$ cat src/rtl/usr_pkg.sv
// Shared definitions for the universal shift register command sequencer.
// Mode encodings double as command opcodes, so a command maps directly onto usr_control.
package usr_pkg;

  localparam logic [1:0] USR_HOLD = 2'b00;
  localparam logic [1:0] USR_SHR  = 2'b01;
  localparam logic [1:0] USR_SHL  = 2'b10;
  localparam logic [1:0] USR_LOAD = 2'b11;

  typedef enum logic [1:0] {
    IDLE,
    LOAD,
    SHIFT,
    DONE
  } state_t;

endpackage

$ cat src/rtl/usr_len_counter.sv
// Loadable down-counter tracking shifts still to be issued.
// last flags the final shift so the sequencer can leave SHIFT on that edge.
module usr_len_counter #(
  parameter int unsigned CNT_W = 4
) (
  input  logic             clk,
  input  logic             rst,
  input  logic             load,
  input  logic             clr,
  input  logic             dec,
  input  logic [CNT_W-1:0] len,
  output logic [CNT_W-1:0] count,
  output logic             last
);

  always_ff @(posedge clk or posedge rst) begin
    if (rst) begin
      count <= '0;
    end else if (load) begin
      count <= len;
    end else if (clr) begin
      count <= '0;
    end else if (dec && (count != '0)) begin
      count <= count - 1'b1;
    end
  end

  assign last = (count == CNT_W'(1));

endmodule

$ cat src/rtl/usr_seq_ctrl.sv
// Command sequencer owning all mode timing of a universal shift register.
// Every output is a register loaded from the next-state logic.
module usr_seq_ctrl
  import usr_pkg::*;
#(
  parameter int unsigned CNT_W = 4
) (
  input  logic             clk,
  input  logic             rst,
  input  logic             cmd_valid,
  output logic             cmd_ready,
  input  logic [1:0]       cmd_op,
  input  logic [CNT_W-1:0] cmd_len,
  input  logic             abort,
  output logic [1:0]       usr_control,
  output logic             busy,
  output logic             done,
  output logic             aborted,
  output logic [CNT_W-1:0] shift_rem
);

  state_t     state, state_n;
  logic [1:0] control_n;
  logic       ready_n, busy_n, done_n, aborted_n;
  logic       cnt_load, cnt_clr, cnt_dec, cnt_last;

  usr_len_counter #(.CNT_W(CNT_W)) u_len_counter (
    .clk   (clk),
    .rst   (rst),
    .load  (cnt_load),
    .clr   (cnt_clr),
    .dec   (cnt_dec),
    .len   (cmd_len),
    .count (shift_rem),
    .last  (cnt_last)
  );

  always_ff @(posedge clk or posedge rst) begin
    if (rst) begin
      state       <= IDLE;
      usr_control <= USR_HOLD;
      cmd_ready   <= 1'b1;
      busy        <= 1'b0;
      done        <= 1'b0;
      aborted     <= 1'b0;
    end else begin
      state       <= state_n;
      usr_control <= control_n;
      cmd_ready   <= ready_n;
      busy        <= busy_n;
      done        <= done_n;
      aborted     <= aborted_n;
    end
  end

  // Shift direction is held in usr_control itself for the whole SHIFT phase.
  always_comb begin
    state_n   = state;
    control_n = usr_control;
    ready_n   = cmd_ready;
    busy_n    = busy;
    done_n    = 1'b0;
    aborted_n = 1'b0;
    cnt_load  = 1'b0;
    cnt_clr   = 1'b0;
    cnt_dec   = 1'b0;
    unique case (state)
      IDLE: begin
        if (cmd_valid) begin
          busy_n  = 1'b1;
          ready_n = 1'b0;
          if (cmd_op == USR_LOAD) begin
            state_n   = LOAD;
            control_n = USR_LOAD;
          end else if ((cmd_op != USR_HOLD) && (cmd_len != '0)) begin
            state_n   = SHIFT;
            control_n = cmd_op;
            cnt_load  = 1'b1;
          end else begin
            state_n   = DONE;
            control_n = USR_HOLD;
            done_n    = 1'b1;
          end
        end
      end
      LOAD: begin
        state_n   = DONE;
        control_n = USR_HOLD;
        done_n    = 1'b1;
      end
      SHIFT: begin
        if (abort) begin
          state_n   = DONE;
          control_n = USR_HOLD;
          done_n    = 1'b1;
          aborted_n = 1'b1;
          cnt_clr   = 1'b1;
        end else begin
          cnt_dec = 1'b1;
          if (cnt_last) begin
            state_n   = DONE;
            control_n = USR_HOLD;
            done_n    = 1'b1;
          end
        end
      end
      DONE: begin
        state_n   = IDLE;
        control_n = USR_HOLD;
        ready_n   = 1'b1;
        busy_n    = 1'b0;
      end
      default: begin
        state_n   = IDLE;
        control_n = USR_HOLD;
        ready_n   = 1'b1;
        busy_n    = 1'b0;
      end
    endcase
  end

endmodule

$ cat config.mk
export PLATFORM = sky130hd
export DESIGN_NAME = usr_seq_ctrl
export DESIGN_NICKNAME = d
export VERILOG_FILES = /design/src/rtl/usr_pkg.sv /design/src/rtl/usr_len_counter.sv /design/src/rtl/usr_seq_ctrl.sv
export SDC_FILE = /design/constraint.sdc
export NUM_CORES = 1
export LEC_CHECK = 0
export ABC_AREA = 1
export ABC_CLOCK_PERIOD_IN_PS = 1800
export CORE_UTILIZATION = 48
export DETAILED_ROUTE_END_ITERATION = 8
export PLACE_DENSITY = 0.83
export SETUP_SLACK_MARGIN = 0.4
export SYNTH_ARGS = -nofsm -noshare
export SYNTH_HDL_FRONTEND = slang
export SYNTH_HIERARCHICAL = 1
export SYNTH_SLANG_ARGS = --single-unit
$ cat constraint.sdc
create_clock -name clk -period 1.8 [get_ports clk]
set_input_delay 0.18 -clock clk [delete_from_list [all_inputs] [get_ports clk]]
set_output_delay 0.18 -clock clk [all_outputs]
set_load 0.005 [all_outputs]
* Yosys cells after proc, flatten, opt, wreduce, memory -nomap -nowiden
Cells that the tools add are included.
** Storage, ports and cells
- Flip-flop bits (word level) :: 12
- Input bits :: 10
- Output and inout port bits :: 10
- Word-level logic and storage cells :: 59
** Cells by class
- Add/subtract/negate cells :: 1
- Equality and inequality tests :: 7
- Multiplexer cells :: 33
- Reduce and logical (&&, ||, !) cells :: 11
** Operators by type and width (number)
- $mux 2 :: 9
- $mux 1 :: 16
- $mux 4 :: 3
- $pmux 2 s4 :: 1
- $reduce_bool 4->1 :: 2
- $eq 2x2->1 const B :: 3
- $pmux 2 s3 :: 1
- $eq 4x1->1 const B :: 1
- $pmux 1 s2 :: 2
- $reduce_and 2->1 :: 2
- $reduce_bool 2->1 :: 2
- $sub 4x1->4 const B :: 1
- $ne 3x3->1 const B :: 1
- $pmux 1 s3 :: 1
- $reduce_bool 3->1 :: 1
- $eq 2x1->1 const B :: 1
- $logic_and 1x1->1 :: 2
- $logic_not 2->1 :: 1
- $ne 2x2->1 const B :: 1
- $reduce_or 2->1 :: 1

* Longest topological paths before layout
- Depth after elaboration :: 7
- Depth in mapped cells :: 10
- Depth with buffers taken out :: 10

* Hierarchy
The synthesis kept the hierarchy.
** Modules (own cells, without submodules)
- usr_seq_ctrl :: times used 1, cells each 71, area each 516.7 µm², sequential area each 201.4 µm²
- usr_len_counter :: times used 1, cells each 43, area each 329.1 µm², sequential area each 100.1 µm²

* Worst setup path before layout
Ideal clock, no wire load.
- Kind :: reg2reg
- Start :: register state[0]
- End :: register u_len_counter.count[0]
- Library setup time :: 0.121 ns
- Arrival time :: 1.422 ns
- Data required time :: 1.679 ns
- Slack :: 0.257 ns
- Stages on the path, launching flop included :: 11
- Buffers on the path :: 0
- Period minus slack after synthesis :: 1.543 ns
- Cell sequence :: dfrtp_1 -> inv_1 -> ha_1 -> nand2_1 -> a21oi_1 -> and3_1 -> nor2_4 -> inv_2 -> o21ai_1 -> nand2_1 -> o21ai_2
** On the way
- Elaborated cells between the ends (all ways) :: 9
- Those cells by class :: eq/ne: 1; mux: 5; reduce/logical: 3
** RTL lines
- from (decl) :: RTL line usr_seq_ctrl.sv:22 : state_t state, state_n;
- from (signal assigned) :: RTL line usr_seq_ctrl.sv:47 : state <= state_n;
- $logic_not 2->1 (*) :: RTL line usr_seq_ctrl.sv:67 : unique case (state)
- $mux 1 (*) :: RTL line usr_seq_ctrl.sv:67
- via cnt_load :: RTL line usr_seq_ctrl.sv:25 : logic cnt_load, cnt_clr, cnt_dec, cnt_last;
- $reduce_bool 3->1 (no line) or $mux 4 (tied branches)
- to (signal assigned) :: RTL line usr_len_counter.sv:20 : count <= len;
- to (signal assigned) :: RTL line usr_len_counter.sv:24 : count <= count - 1'b1;
- to (decl) :: RTL line usr_len_counter.sv:12 : output logic [CNT_W-1:0] count,
The timed path passes the listed nets; every way through them passes the cells marked *.
A chain may end at the register's enable or synchronous reset.

* Worst setup path after layout
- Start :: register state[0]
- End :: register u_len_counter.count[1]
The elaborated chain is that of the path after synthesis.

==> metrics <==
worst path arrival time 1.67 ns; crit path launch type flip-flop; Ports 20; routed len/inst 13.1 um; Setup Crit Path Kind reg2reg; Multi-input gate area 562 um^2; Reg power frac 0.219; fraction of registers with async set or reset after synthesis 1.00; initial antenna violation count 0; most used cell, CP inv_2; Design Power 2.24 mW; cell row count 14; vias in the first global route 767; f_max 667 MHz; met2 Use GR 0.421; Total GRT Usage 0.236; Yosys cell types 21; Buf+Inv Stages, Crit Path 2; # diodes 0; met1 Usage GRT 0.281; period utilization 0.832; PnR worst setup slack 0.302 ns; met3 usage 0.0542; final net count 171; Syn. warnings 6; leakage 0.671 nW; clock net sink count 12; post-DR vias/cell 5.20; placer congestion estimate 0.848; pin count of the biggest net entering global routing 9; final hold vios 0; CTS tree done; via count 874; Max IR drop VDD 1.15 mV; share of layout cells above drive strength 1 0.336; Util after Layout 0.825; pwr dens 1720 nW/um^2; WP depth 10; worst hold slack 0.128 ns; Placed Area 1080 um^2; critical path's top delay family simple AND/OR/NAND/NOR gates; 1st-iter DRT viols 27; Net Sw Power 0.959 mW; Sw Ratio 0.428; starting density of the core 0.537; clock group share of total power 0.098; Cell Int Power 1.28 mW; die area 1930 um^2; most frequent cells after synthesis 38 x nand2_1, 16 x inv_1, 11 x dfrtp_1, 11 x nor2_1, 8 x ha_1; top cells by area, synth dfrtp_1 33%, nand2_1 17%, ha_1 12%; critical path required time 1.97 ns; Max-cap violations 0; H-Tree Depth 1; antenna viol nets, final 0; Worst R2R Path Depth 10; Hold/Removal Path Class in2async; Final Max Tran Viols 0; Root Buffer Master clkbuf_4; crit-path cells inv_2 > ha_4 > nand2_4 > a21oi_2 > and3_4 > nor2_4 > inv_2 > o21ai_1 > nand2_1 > o21ai_2; # hold bufs at CTS 0; pre-CTS setup slack 0.110 ns; CTS max path bufs 2; Crit. End Element flip-flop; Worst Path Max Fanout 5; Worst path slowest cell dfrtp_1; setup violators final 0; core area 1580 um^2; Post-Synthesis Cells 114; Slew @ Worst Pin 0.318 ns; DIE WIDTH 44.0 um; status completed; Area growth syn-to-layout 53.8%; final instance area 1300 um^2; CTS Buf Count 3; Synth area leader dfrtp_1; Slew headroom 0.788; RSZ-0062 raised after global routing yes; Skew-Pair Late Insertion Delay 0.27 ns; first-pass GRT wire length 3250 um; DR pass1 iterations 4; DRC violations left 0; die height 44.0 um; minimum clock period 1.50 ns; setup_tns 0 ns; top-count cell post-synth nand2_1; Post-Syn Area 846 um^2; Logic pwr share 0.683; Placed Cells 149; Buffers on Ports 19; final WL 2200 um; Filler cells 93; Most Crowded Layer GR met2; Setup Skew 0.000602 ns; DPL Wire Length 1260 um; Layout Cells excl Fill 168; share of the synthesized area in the top cell type 0.325; Synth Register Bits 12; post-synth net total 132; Mapped Avg Cell Area 7.42 um^2; Congestion Overflow GR 0; CP peak stage delay 0.39 ns; prevailing post-synth register cell dfrtp_1; EDFF count, synth 0; sequential cell area 303 um^2; Reg clk slew, reported paths 0.08 ns; Seq/Total Area, Yosys 0.357
## sequential cells by signal, indices dropped and copies added (netlist names)
name,cells
cmd_ready,1
usr_control,2
busy,1
u_len_counter/count,4
state,2
aborted,1
done,1
## final cells by class
cell class	count	share of cell area
Clock buffer	4	0.0279
Inverter	18	0.0519
Multi-Input combinational cell	84	0.432
Sequential cell	12	0.233
Tap cell	16	0.0154
Timing Repair Buffer	34	0.240
## worst register-to-register path: stages, from the launching register on
cell and delay, ns:
dfrtp_1 0.39, inv_2 0.11, ha_4 0.16, nand2_4 0.05
a21oi_2 0.12, and3_4 0.24, nor2_4 0.07, inv_2 0.07
o21ai_1 0.06, nand2_1 0.07, o21ai_2 0.05
## worst paths after layout
check / slack, ns / to / start
worst max-delay path: 0.30 / u_len_counter/count[1] / state[0]
worst min-delay path: 0.13 / u_len_counter/count[3] / rst
worst max register to register: 0.30 / u_len_counter/count[1] / state[0]
worst min register to register: 0.50 / cmd_ready / cmd_ready
max in group asynchronous: 1.33 / cmd_ready / rst
min in group clk: 0.50 / cmd_ready / cmd_ready
## what timing repair did
action                     in CTS  in global routing
pin swaps                       7                  6
gates resized for setup        11                  8
hold endpoints to repair        0                  0
buffers inserted               10                  5
setup endpoints to repair      12                 10
## power groups by stage
| stage | combinational (mW) | clock, mW | sequential [mW] |
|---|---|---|---|
| floorplan | 0.748 | 0 | 0.516 |
| global placement | 1.08 | 0 | 0.513 |
| detailed placement | 1.10 | 0 | 0.520 |
| CTS | 1.32 | 0.227 | 0.483 |
| global route | 1.67 | 0.243 | 0.507 |
| finish | 1.53 | 0.220 | 0.492 |
## cells by family after synthesis
logic type | synth area share
simple gates | 0.365
buf+inv | 0.0799
flops | 0.357
compound gates | 0.0799
fa+ha+maj | 0.118
## per-layer routing
layer,up-vias,share of wire
met4,0,0.0095
met1,406,0.41
met3,4,0.079
met2,40,0.50
li1,424,-
met5,-,0
## layout by cell type (no fill, tap or decap)
cell type	count
o21ai_1	1
nand3_2	2
dfstp_2	1
inv_1	12
nand2_4	4
or2_1	1
buf_4	12
ha_1	5
nor2_4	2
dfrtp_1	10
inv_2	6
buf_6	3
nand2_2	3
nor2_2	1
o21ai_0	1
clkbuf_4	3
ha_4	3
dfrtp_2	1
dlygate4sd2_1	1
nand3_1	4
nor3b_4	1
nand2_1	36
a21oi_2	2
clkbuf_8	1
nor2_1	11
clkdlybuf4s50_1	18
o21bai_1	1
and3_4	1
o21ai_2	5
Note: power is estimated with default switching activity, not from simulation.
